### config.mk
export PLATFORM = sky130hd
export DESIGN_NAME = alu_op_sequencer
export DESIGN_NICKNAME = d
export VERILOG_FILES = /design/src/rtl/alu_op_sequencer.sv
export SDC_FILE = /design/constraint.sdc
export NUM_CORES = 1
export LEC_CHECK = 0
export BUFFER_PORTS_ARGS = -buffer_cell sky130_fd_sc_hd__buf_2
export CAP_MARGIN = 15
export CORE_ASPECT_RATIO = 0.8
export CORE_MARGIN = 3
export CORE_UTILIZATION = 60
export CTS_CLUSTER_DIAMETER = 80
export DETAILED_ROUTE_END_ITERATION = 10
export PLACE_DENSITY = 0.87
export SLEW_MARGIN = 20
export SYNTH_ARGS = -nofsm -noshare
export SYNTH_HDL_FRONTEND = slang
export SYNTH_SLANG_ARGS = --single-unit
export TNS_END_PERCENT = 30
### constraint.sdc
create_clock -name clk -period 4.45 [get_ports clk]
set_input_delay 0.445 -clock clk [delete_from_list [all_inputs] [get_ports clk]]
set_output_delay 0.445 -clock clk [all_outputs]
set_load 0.005 [all_outputs]
### src/rtl/alu_op_sequencer.sv
// Issue controller for the shared 32-bit ALU: registered single-cycle ops plus a 32-step restoring divider.
// Optional feature macro: DIV_ZERO_TRAP_EN (short-circuits DIV by zero and adds the div_by_zero output).
module alu_op_sequencer #(
  parameter int WIDTH    = 32,
  parameter int DIV_ITER = 32
) (
  input  logic             clk,
  input  logic             rst_n,
  input  logic             req_valid,
  output logic             req_ready,
  input  logic [4:0]       req_opcode,
  input  logic [WIDTH-1:0] req_a,
  input  logic [WIDTH-1:0] req_b,
  output logic [WIDTH-1:0] alu_a,
  output logic [WIDTH-1:0] alu_b,
  output logic [4:0]       alu_opcode,
  input  logic [WIDTH-1:0] alu_out,
  input  logic [1:0]       alu_flags,
  output logic             resp_valid,
  input  logic             resp_ready,
  output logic [WIDTH-1:0] resp_data,
  output logic [1:0]       resp_flags,
  output logic             busy
`ifdef DIV_ZERO_TRAP_EN
  ,
  output logic             div_by_zero
`endif
);

  localparam logic [4:0] OP_DIV = 5'b01000;
  localparam int CNT_W = $clog2(DIV_ITER);
  localparam logic [CNT_W-1:0] ITER_LAST = CNT_W'(DIV_ITER - 1);

  typedef enum logic [1:0] {IDLE, EXEC, DIV_RUN, DONE} state_t;

  state_t           state, state_next;
  logic             ready_reg, resp_valid_reg;
  logic [WIDTH-1:0] alu_a_reg, alu_b_reg;
  logic [4:0]       alu_opcode_reg;
  logic [WIDTH-1:0] resp_data_reg;
  logic [1:0]       resp_flags_reg;
  logic [WIDTH:0]   rem;
  logic [WIDTH-1:0] quot, divisor;
  logic [CNT_W-1:0] iter;
  logic             accept, is_div, trap_zero;
  logic [WIDTH:0]   rem_shift, rem_step;
  logic [WIDTH-1:0] quot_shift, quot_step;

  assign accept = req_valid && ready_reg;
  assign is_div = (req_opcode == OP_DIV);

`ifdef DIV_ZERO_TRAP_EN
  logic dbz_reg;
  assign trap_zero   = (req_b == '0);
  assign div_by_zero = dbz_reg;
`else
  assign trap_zero = 1'b0;
`endif

  assign req_ready  = ready_reg;
  assign resp_valid = resp_valid_reg;
  assign alu_a      = alu_a_reg;
  assign alu_b      = alu_b_reg;
  assign alu_opcode = alu_opcode_reg;
  assign resp_data  = resp_data_reg;
  assign resp_flags = resp_flags_reg;
  assign busy       = (state != IDLE);

  always_ff @(posedge clk or negedge rst_n) begin
    if (!rst_n) state <= IDLE;
    else        state <= state_next;
  end

  always_comb begin
    state_next = state;
    case (state)
      IDLE: begin
        if (accept) begin
          if (is_div) state_next = trap_zero ? DONE : DIV_RUN;
          else        state_next = EXEC;
        end
      end
      EXEC:    state_next = DONE;
      DIV_RUN: if (iter == ITER_LAST) state_next = DONE;
      DONE:    if (resp_ready) state_next = IDLE;
      default: state_next = IDLE;
    endcase
  end

  // One restoring step: shift the next dividend bit into the remainder, subtract when it fits.
  always_comb begin
    rem_shift  = (rem << 1) | {{WIDTH{1'b0}}, quot[WIDTH-1]};
    quot_shift = quot << 1;
    rem_step   = rem_shift;
    quot_step  = quot_shift;
    if (rem_shift >= {1'b0, divisor}) begin
      rem_step  = rem_shift - {1'b0, divisor};
      quot_step = quot_shift | {{(WIDTH-1){1'b0}}, 1'b1};
    end
  end

  always_ff @(posedge clk or negedge rst_n) begin
    if (!rst_n) begin
      ready_reg      <= 1'b0;
      resp_valid_reg <= 1'b0;
      alu_a_reg      <= '0;
      alu_b_reg      <= '0;
      alu_opcode_reg <= '0;
      resp_data_reg  <= '0;
      resp_flags_reg <= '0;
      rem            <= '0;
      quot           <= '0;
      divisor        <= '0;
      iter           <= '0;
`ifdef DIV_ZERO_TRAP_EN
      dbz_reg        <= 1'b0;
`endif
    end else begin
      // Handshake flags are registered so both are low while held in reset.
      ready_reg      <= (state_next == IDLE);
      resp_valid_reg <= (state_next == DONE);
      case (state)
        IDLE: begin
          if (accept) begin
            if (is_div) begin
              quot    <= req_a;
              divisor <= req_b;
              rem     <= '0;
              iter    <= '0;
              if (trap_zero) begin
                resp_data_reg  <= '1;
                resp_flags_reg <= 2'b00;
`ifdef DIV_ZERO_TRAP_EN
                dbz_reg        <= 1'b1;
`endif
              end
            end else begin
              alu_a_reg      <= req_a;
              alu_b_reg      <= req_b;
              alu_opcode_reg <= req_opcode;
            end
          end
        end
        EXEC: begin
          resp_data_reg  <= alu_out;
          resp_flags_reg <= alu_flags;
        end
        DIV_RUN: begin
          rem  <= rem_step;
          quot <= quot_step;
          iter <= iter + 1'b1;
          if (iter == ITER_LAST) begin
            resp_data_reg  <= quot_step;
            resp_flags_reg <= {(quot_step == '0), 1'b0};
          end
        end
        DONE: begin
`ifdef DIV_ZERO_TRAP_EN
          if (resp_ready) dbz_reg <= 1'b0;
`endif
        end
        default: ;
      endcase
    end
  end

endmodule
==> results by group <==
Place
  • Placer Congestion: 0.9091
  • Post-placement setup slack: about 1100 ps
  • Port buffer count: approximately 210
  • Hpwl dp: between 15,000 and 20,000 um
  • Cells after DPL: ~1,400

Clock network
  • Setup repair bufs after CTS: 0
  • Hold Buf Count CTS: 0
  • Sink Count: ~210
  • Clock root cell: clkbuf_16
  • Post-CTS sizing: 0
  • H-tree depth: 1
  • Clock Latency Late Sink: between 500 and 600 ps
  • CTS tree: built
  • Max clock buf depth: 3
  • CTS clk-pin slew, worst paths: 70 ps
  • CTS buffer count: 21

Floorplanning
  • Height of the die: around 120 um
  • # rows: 42
  • Core area: about 17,000 um2
  • Initial cell density of the core: just over 60%
  • Die Wd: around 150 um
  • # IOs: roughly 210
  • Area of the die: ~19,000 um2

Hold path
  • Hold WC Path Type: in2async

Layout
  • Share of cells above drive strength 1: 28.50%
  • Total Nets Final: ~1,300
  • Fill count: roughly 1,200
  • Fin cells: between 1,000 and 1,500
  • Layout area overhead: 17.22%
  • Ant. Diodes: 0

Timing
  • Final hold violations: 0
  • Slew Viols, Final: 0
  • Tcrit/Tclk final: between 80% and 90%
  • Worst-margin pin slew: approximately 1100 ps
  • Worst setup slack after layout: 874.5 ps
  • Fmax: around 280 MHz
  • TNS Setup: 0 ps
  • Final setup violation count: 0
  • RSZ-0062 raised after global routing: no
  • Slew margin rel.: 28.21%
  • Fin Clk Skew: roughly 19 ps
  • Hold_ws: around 27 ps
  • Final min period: 3576 ps

Drt
  • Avg WL per Cell: roughly 18 um
  • Routed wire length: about 26,000 um
  • Iteration-0 DRC Markers: 705
  • DRT antenna net count: 0
  • DR pass1 iterations: 5
  • # DRC: 0
  • Post-DR vias/cell: 5.921
  • Vias: between 8,000 and 9,000

Yosys
  • Ys flop type: dfrtp_1
  • Post-synth top area share: roughly half
  • Area leader, netlist: dfrtp_1
  • Mux share of post-synthesis cell area: roughly 8.6%
  • Post-synth EDFFs: 0
  • Syn Inst Count: 1,010
  • #FFs+latches synth: between 200 and 250
  • Synth Area in Compound Gates: between 10% and 20%
  • Post-Syn Area: approximately 10,000 um2
  • Count leader, synth: dfrtp_1
  • Synth Area in Simple Gates: a little over an eighth
  • Xor and xnor fraction of the mapped netlist area: 1.852%
  • Sequential share of the synthesized area: 50.02%
  • Top cells by count, synth: 208 x dfrtp_1, 125 x nand2_1, 99 x o21ai_0
  • Syn_nets: 1,152
  • Async S/R FF share, synth: 100.0%
  • Largest family of logic cells by synthesized area: compound AO/OA/AOI/OAI gates
  • Avg Synthesized Cell Area: around 10 um2
  • Top cells by area, synth: dfrtp_1 50%, mux2_2 7.6%, o21ai_0 4.8%, nand2_1 4.5%, ha_1 4.1%
  • Post-Synth Adder-Cell Area: around 4.3%
  • Synth Warn #: 0
  • Synth unique cells: 72

Critical path
  • CP Launch Type: flip-flop
  • Worst r2r path cells: 10
  • Crit. End Element: flip-flop
  • Crit path required time: around 4800 ps
  • WP data arrival: roughly 4000 ps
  • Crit Path Class: reg2reg
  • Reg2reg setup slack: between 800 and 900 ps
  • Critical path fanouts, max: 27

Global route
  • GRT overflow: 0
  • All-Layer GR Usage: 25.97%
  • Vias in the first global route: between 8,000 and 9,000
  • Largest net degree at the start of global routing: around 110
  • First-pass GRT wire length: ~41,000 um
  • Initial antenna violation count: 0

Run
  • Max Cap Viol: 0

Power and ir drop
  • P per Cell Area: between 600 and 700 nW/um2
  • Peak supply drop: approximately 0.36 mV
  • Lkg Pwr: roughly 0.006 uW

Outcome
  • Status: completed
## logic make-up (layout without fill, tap and decap cells)
kind of cell,count (synthesis),count (layout)
AO/OA/AOI/OAI,279,279
AND/OR/NAND/NOR,280,280
flip-flops,208,208
buffers and inverters,105,302
adder cells (fa/ha/maj),35,35
XOR/XNOR,22,22
multiplexers,81,81
## routing by layer
metal	GRT usage, %	vias up	wire [um]	part of all wire (%)
met5	0	-	0	0
met4	7.679	0	752	2.9
met3	4.377	57	1749	6.8
met2	39.19	357	11430	45
met1	39.10	4044	11740	46
li1	-	3991	-	-
## metrics by stage
step                      cell area (um2)  utilization, %  total power, uW
final                               12200           72.76             7675
after detailed placement            11530           68.80             5919
after global placement              11530           68.80             5754
after floorplan                     10410               -             4891
after CTS                           12200           72.76             7690
after global routing                12200           72.76             8165
## report_power, final
group	internal (uW)	total (uW)	switching [uW]
clock	1020	1740	728
combinational	1280	2900	1630
sequential	2610	3030	417
total	4900	7680	2770
## layout make-up
cell class	instances	area, um2	share of cell area, %
Inverter	45	168.9	1.385
Multi-Input combinational cell	697	4732	38.79
Clock buffer	27	568.0	4.657
Timing Repair Buffer	223	1152	9.447
Tap cell	220	275.3	2.257
Clock inverter	7	96.34	0.7898
Sequential cell	208	5205	42.67
## critical path, cell delays in order, from the launching register on
cell      delay (ps)
dfrtp_1          400
ha_1             400
a21o_1           230
a21o_1           180
a211o_1          320
a22o_1           250
nor3_2           220
or2_1            860
nor3_1           110
a222oi_1         350
o21ai_1          110
## cell usage in the layout, fill, tap and decap left out, types with 6 or more instances in the layout
cell	count
buf_2	211
dfrtp_1	208
nand2_1	125
o21ai_0	99
mux2_2	70
a21oi_1	64
inv_1	45
ha_1	34
and2_1	32
a221o_1	32
nand3_1	28
nor2_1	27
clkbuf_16	21
o21ai_1	16
xnor2_1	15
nor4_1	12
a21o_1	11
mux2i_1	11
buf_4	11
nand4_1	8
and3_1	7
a31oi_1	7
xor2_1	7
o211ai_1	6
## final timing paths
| path | startpoint | to |
|---|---|---|
| hold reg to reg | resp_data[16] | resp_data[16] |
| setup reg to reg | rem[13] | rem[30] |
| hold / removal | rst_n | alu_a[25] |
| min in group clk | req_b[13] | divisor[13] |
| setup / recovery | rem[13] | rem[30] |
| max in group asynchronous | rst_n | alu_a[7] |
(Power assumes the default switching activity.)
